[src/rtl/tblink_rpc_pkg.sv]
// Shared types and constants for the TBLink RPC TIP-side framer.
package tblink_rpc_pkg;

    typedef enum logic [2:0] {
        ST_IDLE,
        ST_FILL,
        ST_DRAIN,
        ST_WAIT,
        ST_HDR,
        ST_CNT,
        ST_DATA
    } tx_state_e;

    localparam logic [6:0] ADDR_RESERVED   = 7'd0;
    localparam int         MAX_PKT_PAYLOAD = 256;

    function automatic logic [7:0] mk_hdr(input logic [6:0] dst);
        return {1'b0, dst};
    endfunction

    // (len-1)[7:0] equals len[7:0]-1 modulo 256, so len=256 yields 8'hFF
    function automatic logic [7:0] mk_cnt(input logic [8:0] len);
        return len[7:0] - 8'd1;
    endfunction

endpackage

[src/rtl/tblink_rpc_pkt_buf.sv]
// Store-and-forward payload RAM: one write port, one registered read port, array not reset.
module tblink_rpc_pkt_buf
    import tblink_rpc_pkg::*;
#(
    parameter int DEPTH = MAX_PKT_PAYLOAD,
    parameter int AW    = 8
) (
    input  logic          uclock,
    input  logic          we,
    input  logic [AW-1:0] waddr,
    input  logic [7:0]    wdat,
    input  logic [AW-1:0] raddr,
    output logic [7:0]    rdat
);

    logic [7:0] mem [DEPTH];
    logic [7:0] rdat_q;

    always_ff @(posedge uclock) begin
        if (we) mem[waddr] <= wdat;
        rdat_q <= mem[raddr];
    end

    assign rdat = rdat_q;

endmodule

[src/rtl/tblink_rpc_tip_tx.sv]
// TIP message to network packet framer (header, count, payload), store-and-forward.
// Optional packet counter output enabled by defining TBLINK_RPC_TIP_TX_STATS_EN.
module tblink_rpc_tip_tx
    import tblink_rpc_pkg::*;
#(
    parameter int MAX_PAYLOAD = MAX_PKT_PAYLOAD
) (
    input  logic        uclock,
    input  logic        reset_n,
    input  logic        hreq_i,
    input  logic [7:0]  msg_dat,
    input  logic        msg_valid,
    output logic        msg_ready,
    input  logic        msg_last,
    input  logic [6:0]  msg_dst,
    output logic [7:0]  pkt_dat,
    output logic        pkt_valid,
    input  logic        pkt_ready,
    output logic        err_o
`ifdef TBLINK_RPC_TIP_TX_STATS_EN
   ,output logic [15:0] pkt_count
`endif
);

    localparam int         AW      = (MAX_PAYLOAD > 1) ? $clog2(MAX_PAYLOAD) : 1;
    localparam logic [8:0] LEN_MAX = 9'(MAX_PAYLOAD);

    tx_state_e  state_q, state_d;
    logic [8:0] len_q, len_d;
    logic [8:0] nxt_q, nxt_d;
    logic [6:0] dst_q, dst_d;
    logic       msg_ready_q, msg_ready_d;
    logic       pkt_valid_q, pkt_valid_d;
    logic [7:0] pkt_dat_q, pkt_dat_d;
    logic       err_q, err_d;

    logic          wr_en;
    logic [AW-1:0] wr_addr;
    logic [7:0]    rd_dat;
    logic          msg_beat, pkt_beat;

    assign msg_beat = msg_valid && msg_ready_q;
    assign pkt_beat = pkt_valid_q && pkt_ready;

    tblink_rpc_pkt_buf #(.DEPTH(MAX_PAYLOAD), .AW(AW)) u_buf (
        .uclock (uclock),
        .we     (wr_en),
        .waddr  (wr_addr),
        .wdat   (msg_dat),
        .raddr  (nxt_d[AW-1:0]),
        .rdat   (rd_dat)
    );

    // nxt_q indexes the next payload byte to load; addressing the RAM with nxt_d
    // keeps rd_dat == buffer[nxt_q] every cycle, stalls included.
    always_comb begin
        state_d     = state_q;
        len_d       = len_q;
        nxt_d       = nxt_q;
        dst_d       = dst_q;
        pkt_valid_d = pkt_valid_q;
        pkt_dat_d   = pkt_dat_q;
        err_d       = err_q;
        wr_en       = 1'b0;
        wr_addr     = len_q[AW-1:0];
        case (state_q)
            ST_IDLE: if (msg_beat) begin
                wr_en   = 1'b1;
                wr_addr = '0;
                dst_d   = msg_dst;
                len_d   = 9'd1;
                state_d = msg_last ? ST_WAIT : ST_FILL;
            end
            ST_FILL: if (msg_beat) begin
                wr_en = 1'b1;
                len_d = len_q + 9'd1;
                if (msg_last) begin
                    state_d = ST_WAIT;
                end else if (len_d == LEN_MAX) begin
                    err_d   = 1'b1;
                    state_d = ST_DRAIN;
                end
            end
            ST_DRAIN: if (msg_beat && msg_last) state_d = ST_WAIT;
            ST_WAIT: begin
                if (dst_q == ADDR_RESERVED) begin
                    err_d   = 1'b1;
                    len_d   = '0;
                    state_d = ST_IDLE;
                end else if (!hreq_i) begin
                    pkt_valid_d = 1'b1;
                    pkt_dat_d   = mk_hdr(dst_q);
                    nxt_d       = '0;
                    state_d     = ST_HDR;
                end
            end
            ST_HDR: if (pkt_beat) begin
                pkt_dat_d = mk_cnt(len_q);
                state_d   = ST_CNT;
            end
            ST_CNT: if (pkt_beat) begin
                pkt_dat_d = rd_dat;
                nxt_d     = 9'd1;
                state_d   = ST_DATA;
            end
            ST_DATA: if (pkt_beat) begin
                if (nxt_q == len_q) begin
                    pkt_valid_d = 1'b0;
                    state_d     = ST_IDLE;
                end else begin
                    pkt_dat_d = rd_dat;
                    nxt_d     = nxt_q + 9'd1;
                end
            end
            default: state_d = ST_IDLE;
        endcase
        msg_ready_d = (state_d == ST_IDLE) || (state_d == ST_FILL) || (state_d == ST_DRAIN);
    end

    always_ff @(posedge uclock or negedge reset_n) begin
        if (!reset_n) begin
            state_q     <= ST_IDLE;
            len_q       <= '0;
            nxt_q       <= '0;
            dst_q       <= '0;
            msg_ready_q <= 1'b0;
            pkt_valid_q <= 1'b0;
            pkt_dat_q   <= 8'h00;
            err_q       <= 1'b0;
        end else begin
            state_q     <= state_d;
            len_q       <= len_d;
            nxt_q       <= nxt_d;
            dst_q       <= dst_d;
            msg_ready_q <= msg_ready_d;
            pkt_valid_q <= pkt_valid_d;
            pkt_dat_q   <= pkt_dat_d;
            err_q       <= err_d;
        end
    end

    assign msg_ready = msg_ready_q;
    assign pkt_valid = pkt_valid_q;
    assign pkt_dat   = pkt_dat_q;
    assign err_o     = err_q;

`ifdef TBLINK_RPC_TIP_TX_STATS_EN
    logic        pkt_done;
    logic [15:0] pkt_count_q;

    assign pkt_done = (state_q == ST_DATA) && pkt_beat && (nxt_q == len_q);

    always_ff @(posedge uclock or negedge reset_n) begin
        if (!reset_n)      pkt_count_q <= '0;
        else if (pkt_done) pkt_count_q <= pkt_count_q + 16'd1;
    end

    assign pkt_count = pkt_count_q;
`endif

endmodule

[config.mk]
export PLATFORM = sky130hd
export DESIGN_NAME = tblink_rpc_tip_tx
export DESIGN_NICKNAME = d
export VERILOG_FILES = /design/src/rtl/tblink_rpc_pkg.sv /design/src/rtl/tblink_rpc_pkt_buf.sv /design/src/rtl/tblink_rpc_tip_tx.sv
export SDC_FILE = /design/constraint.sdc
export NUM_CORES = 2
export LEC_CHECK = 0
export CAP_MARGIN = 20
export CORE_MARGIN = 3
export CORE_UTILIZATION = 59
export CTS_BUF_LIST = sky130_fd_sc_hd__clkbuf_2 sky130_fd_sc_hd__clkbuf_4 sky130_fd_sc_hd__clkbuf_8
export DETAILED_ROUTE_END_ITERATION = 10
export PLACE_DENSITY_LB_ADDON = 0.3
export SLEW_MARGIN = 40
export SYNTH_ARGS = -nofsm -noshare
export SYNTH_HDL_FRONTEND = slang
export SYNTH_SLANG_ARGS = --single-unit
[constraint.sdc]
create_clock -name uclock -period 3.4 [get_ports uclock]
set_input_delay 0.68 -clock uclock [delete_from_list [all_inputs] [get_ports uclock]]
set_output_delay 0.68 -clock uclock [all_outputs]
set_load 0.005 [all_outputs]
==> metrics.md <==
| Metric | Value |
|---|---|
| Yosys cell types | `67` |
| Final core occ | `70.4%` |
| Clock-pin slew of the registers on the worst-case setup and hold paths | `0.06 ns` |
| Number of synthesized flops with an enable pin | `2048` |
| Number of antenna violations at the first check in global routing | `7` |
| Die Area | `148000 sq um` |
| Post-Synthesis Mean Instance Area | `12.3 sq um` |
| Rows | `138` |
| Core Box Area | `142000 sq um` |
| CP Data Required Time | `4.30 ns` |
| Nets | `7439` |
| DRT Pass-1 Iters | `6` |
| Unrepaired setup endpoints after global routing | `yes` |
| HP Class | `in2reg` |
| Worst hold path cell count | `1` |
| Worst-skew pair later-pin latency | `1.03 ns` |
| Critical path peak fanout | `7` |
| Pwr dens | `661 nW/um^2` |
| Largest net degree at the start of global routing | `105` |
| Netlist Area Pre-Place | `84400 sq um` |
| Final-layout fill cell count | `9128` |
| Layout cells sized above 1 | `17.0%` |
| Max-cap violations | `0` |
| Hold Fails Final Rpt | `0` |
| Sequential fraction of the synthesis area | `74.2%` |
| Vias | `60032` |
| Dpl hpwl | `145000 um` |
| Final wirelength | `245000 um` |
| CTS Buffer Depth | `4` |
| Cells after Synth | `6844` |
| Tmin final | `4.13 ns` |
| Via-per-instance ratio | `6.28` |
| CP Launch Type | `register` |
| Final setup margin | `-0.730 ns` |
| Worst-Margin Slew | `0.916 ns` |
| Post-route clock period utilization | `121%` |
| # port buffers | `31` |
| Run status | `finished, violations left` |
| Synth top area share | `72.9%` |
| Synth area leaders | `edfxtp_1 (73%), nand2_1 (9.4%), nand3_1 (4.8%)` |
| Kind of critical path | `reg2reg` |
| Root buffer cell | `clkbuf_8` |
| Top-count cell post-synth | `nand2_1` |
| Reg2Reg Depth | `18` |
| Vias in the first global route | `57190` |
| Violated checks | `negative setup slack` |
| Peak supply drop | `436 uV` |
| Mapped Nets | `6869` |
| TritonCTS clock tree | `yes` |
| IO Pins | `32` |
| Finished Layout Cells | `9554` |
| Synth warn | `0` |
| Tot GR Track Use | `32.9%` |
| Routability cong. | `0.929` |
| Placed cells | `8874` |
| Cell leakage power | `35.4 nW` |
| Global-route wire length before repair | `360000 um` |
| Slew margin rel. | `38.9%` |
| Worst setup EP type | `register` |
| Cell taking the most area after synthesis | `edfxtp_1` |
| Worst clock skew | `0.0715 ns` |
| CP Launch Point | `len_q[6]$_DFFE_PN0P_` |
| GR Overflow Total | `0` |
| Final setup viols | `8` |
| Final count of pins violating max slew | `0` |
| Initial Util | `59.5%` |
| RR Startpoint | `len_q[6]$_DFFE_PN0P_` |
| DRC Markers | `0` |
| Num CTS Buffers | `338` |
| Fmax | `242 MHz` |
| Most used flip-flop cell after synthesis | `edfxtp_1` |
| CTS H-Tree Depth | `5` |
| Die Y | `384 um` |
| FF+latch count, synth | `2095` |
| Hold_sp | `msg_dat[1]` |
| Final antenna-violating net count | `0` |
| R2R Path End | `u_buf.rdat[5]$_DFF_P_` |
| Synth top cells by count | `nand2_1 (2114), edfxtp_1 (2048), nand3_1 (802)` |
| Routed len/inst | `25.7 um` |
| Die width | `384 um` |
| Reg2reg setup slack | `-0.73 ns` |
| Async SR Flop Fraction | `1.86%` |
| Worst Hold End | `u_buf.mem[96][1]$_DFFE_PP_` |
| Area delta synth->final | `18.3%` |
| Worst Path Arrival | `5.03 ns` |
| Sinks on Clock Net | `2095` |
| 1st-iter DRT viols | `9320` |
critical path, cell delays in order, from the launching register on:
cell and delay, ns:
dfrtp_1 0.40, xnor2_2 0.19, buf_4 0.13, nand4_1 0.08, buf_6 0.15, nor4_4 0.34, nor4_4 0.07, buf_12 0.15
buf_12 0.16, buf_16 0.16, buf_12 0.14, buf_4 0.15, nand2_1 0.08, a21oi_1 0.08, o21ai_1 0.24, nand4_1 0.29
o31ai_4 0.40, o2111ai_4 0.21, or4b_1 0.54
power by group:
| part | internal, W | switching [W] | leakage, nW | total, W |
|---|---|---|---|---|
| clock network | 0.0109 | 0.00968 | 3.31 | 0.0206 |
| logic | 0.00619 | 0.0104 | 13.1 | 0.0166 |
| registers | 0.0286 | 0.000239 | 19.0 | 0.0288 |
| total | 0.0457 | 0.0203 | 35.4 | 0.0660 |
cells in the final DEF (no fill, tap or decap), types with 9 or more instances in the layout:
| cell | netlist | routed |
|---|---|---|
| and3_1 | 130 | 129 |
| xnor2_1 | 14 | 11 |
| nor2_1 | 291 | 259 |
| buf_4 | 2 | 455 |
| o21ai_0 | 101 | 71 |
| clkbuf_4 | 0 | 102 |
| nand4_1 | 79 | 79 |
| inv_1 | 10 | 9 |
| buf_12 | 0 | 134 |
| nor3_1 | 20 | 13 |
| bufbuf_16 | 0 | 13 |
| a32o_1 | 21 | 20 |
| o21ai_1 | 67 | 82 |
| a22o_1 | 18 | 18 |
| buf_16 | 0 | 22 |
| clkbuf_8 | 0 | 346 |
| mux2i_1 | 27 | 27 |
| clkinv_1 | 1 | 92 |
| edfxtp_1 | 2048 | 2048 |
| o31ai_4 | 0 | 10 |
| clkdlybuf4s50_1 | 0 | 22 |
| buf_6 | 0 | 24 |
| buf_8 | 0 | 10 |
| a31oi_1 | 125 | 119 |
| nand2_1 | 2114 | 2113 |
| o21ai_2 | 0 | 13 |
| a32oi_1 | 27 | 26 |
| nand3_1 | 802 | 800 |
| clkinv_2 | 0 | 31 |
| a21oi_1 | 273 | 268 |
| nor2_2 | 0 | 30 |
| dfrtp_1 | 39 | 38 |
timing repair:
action / in CTS / in global routing
gates cloned: 23 / 4
setup buffers: 44 / 26
gates resized for setup: 163 / 50
pin swaps: 42 / 44
hold buffers: 1 / 0
endpoints found under the setup margin: 8 / 8
endpoints found under the hold margin: 39 / 0
layer usage:
layer | up-vias | track usage [%] | wire [um]
li1 | 25939 | - | -
met1 | 29016 | 46.0 | 89200
met3 | 696 | 7.43 | 32200
met4 | 2 | 14.8 | 11600
met5 | - | 0 | 14
met2 | 4379 | 49.8 | 112000
registers in the layout, summed over array words and instances, names as in the netlist:
signal	count
nxt_q	9
u_buf.rdat	8
dst_q	7
err_o	1
state_q	3
msg_ready	1
u_buf.mem	2048
pkt_valid	1
len_q	9
pkt_dat	8
through the flow:
step	hold slack (ns)	worst slack, ns	total power, W	setup TNS [ns]	instance area [sq um]
after floorplan	0.384	-0.000907	0.0374	-0.00359	84700
after global placement	0.464	-1.74	0.0433	-22.35	91200
after detailed placement	0.468	-1.85	0.0436	-21.84	91200
after CTS	0.0647	-0.653	0.0653	-4.46	99300
after global routing	0.106	-0.730	0.0683	-5.47	99900
final	0.122	-0.730	0.0660	-5.01	99900
worst max-delay path by stage:
stage / endpoint / slack, ns / cells after the start
floorplan: u_buf.rdat[7]$_DFF_P_ / -0.0009 / 11
global placement: u_buf.rdat[0]$_DFF_P_ / -1.74 / 17
detailed placement: u_buf.rdat[0]$_DFF_P_ / -1.85 / 17
CTS: u_buf.rdat[4]$_DFF_P_ / -0.65 / 14
global route: u_buf.rdat[5]$_DFF_P_ / -0.73 / 20
finish: u_buf.rdat[5]$_DFF_P_ / -0.73 / 18
cell families (layout without fill, tap and decap cells):
family | count (synthesis) | count (layout) | share of synthesized area, %
and+or+nand+nor | 3513 | 3513 | 17.8
DFF | 2095 | 2095 | 74.2
AOI/OAI and AO/OA | 718 | 718 | 5.08
buffers and inverters | 469 | 1284 | 2.32
muxes | 28 | 28 | 0.334
xor gates and xnor gates | 17 | 17 | 0.176
adders and majority gates | 4 | 4 | 0.0593
other | 0 | 5 | 0
layout make-up:
class / instances / area [sq um] / share of cell area [%]
Antenna cell: 5 / 12.5 / 0.0125
Multi-Input combinational cell: 4280 / 20600 / 20.7
Tap cell: 1890 / 2360 / 2.37
Timing Repair Buffer: 685 / 7880 / 7.89
Clock inverter: 137 / 728 / 0.729
Sequential cell: 2095 / 62600 / 62.7
Clock buffer: 448 / 5530 / 5.54
Inverter: 14 / 76.3 / 0.0764
Power figures use the tool's default switching activity.
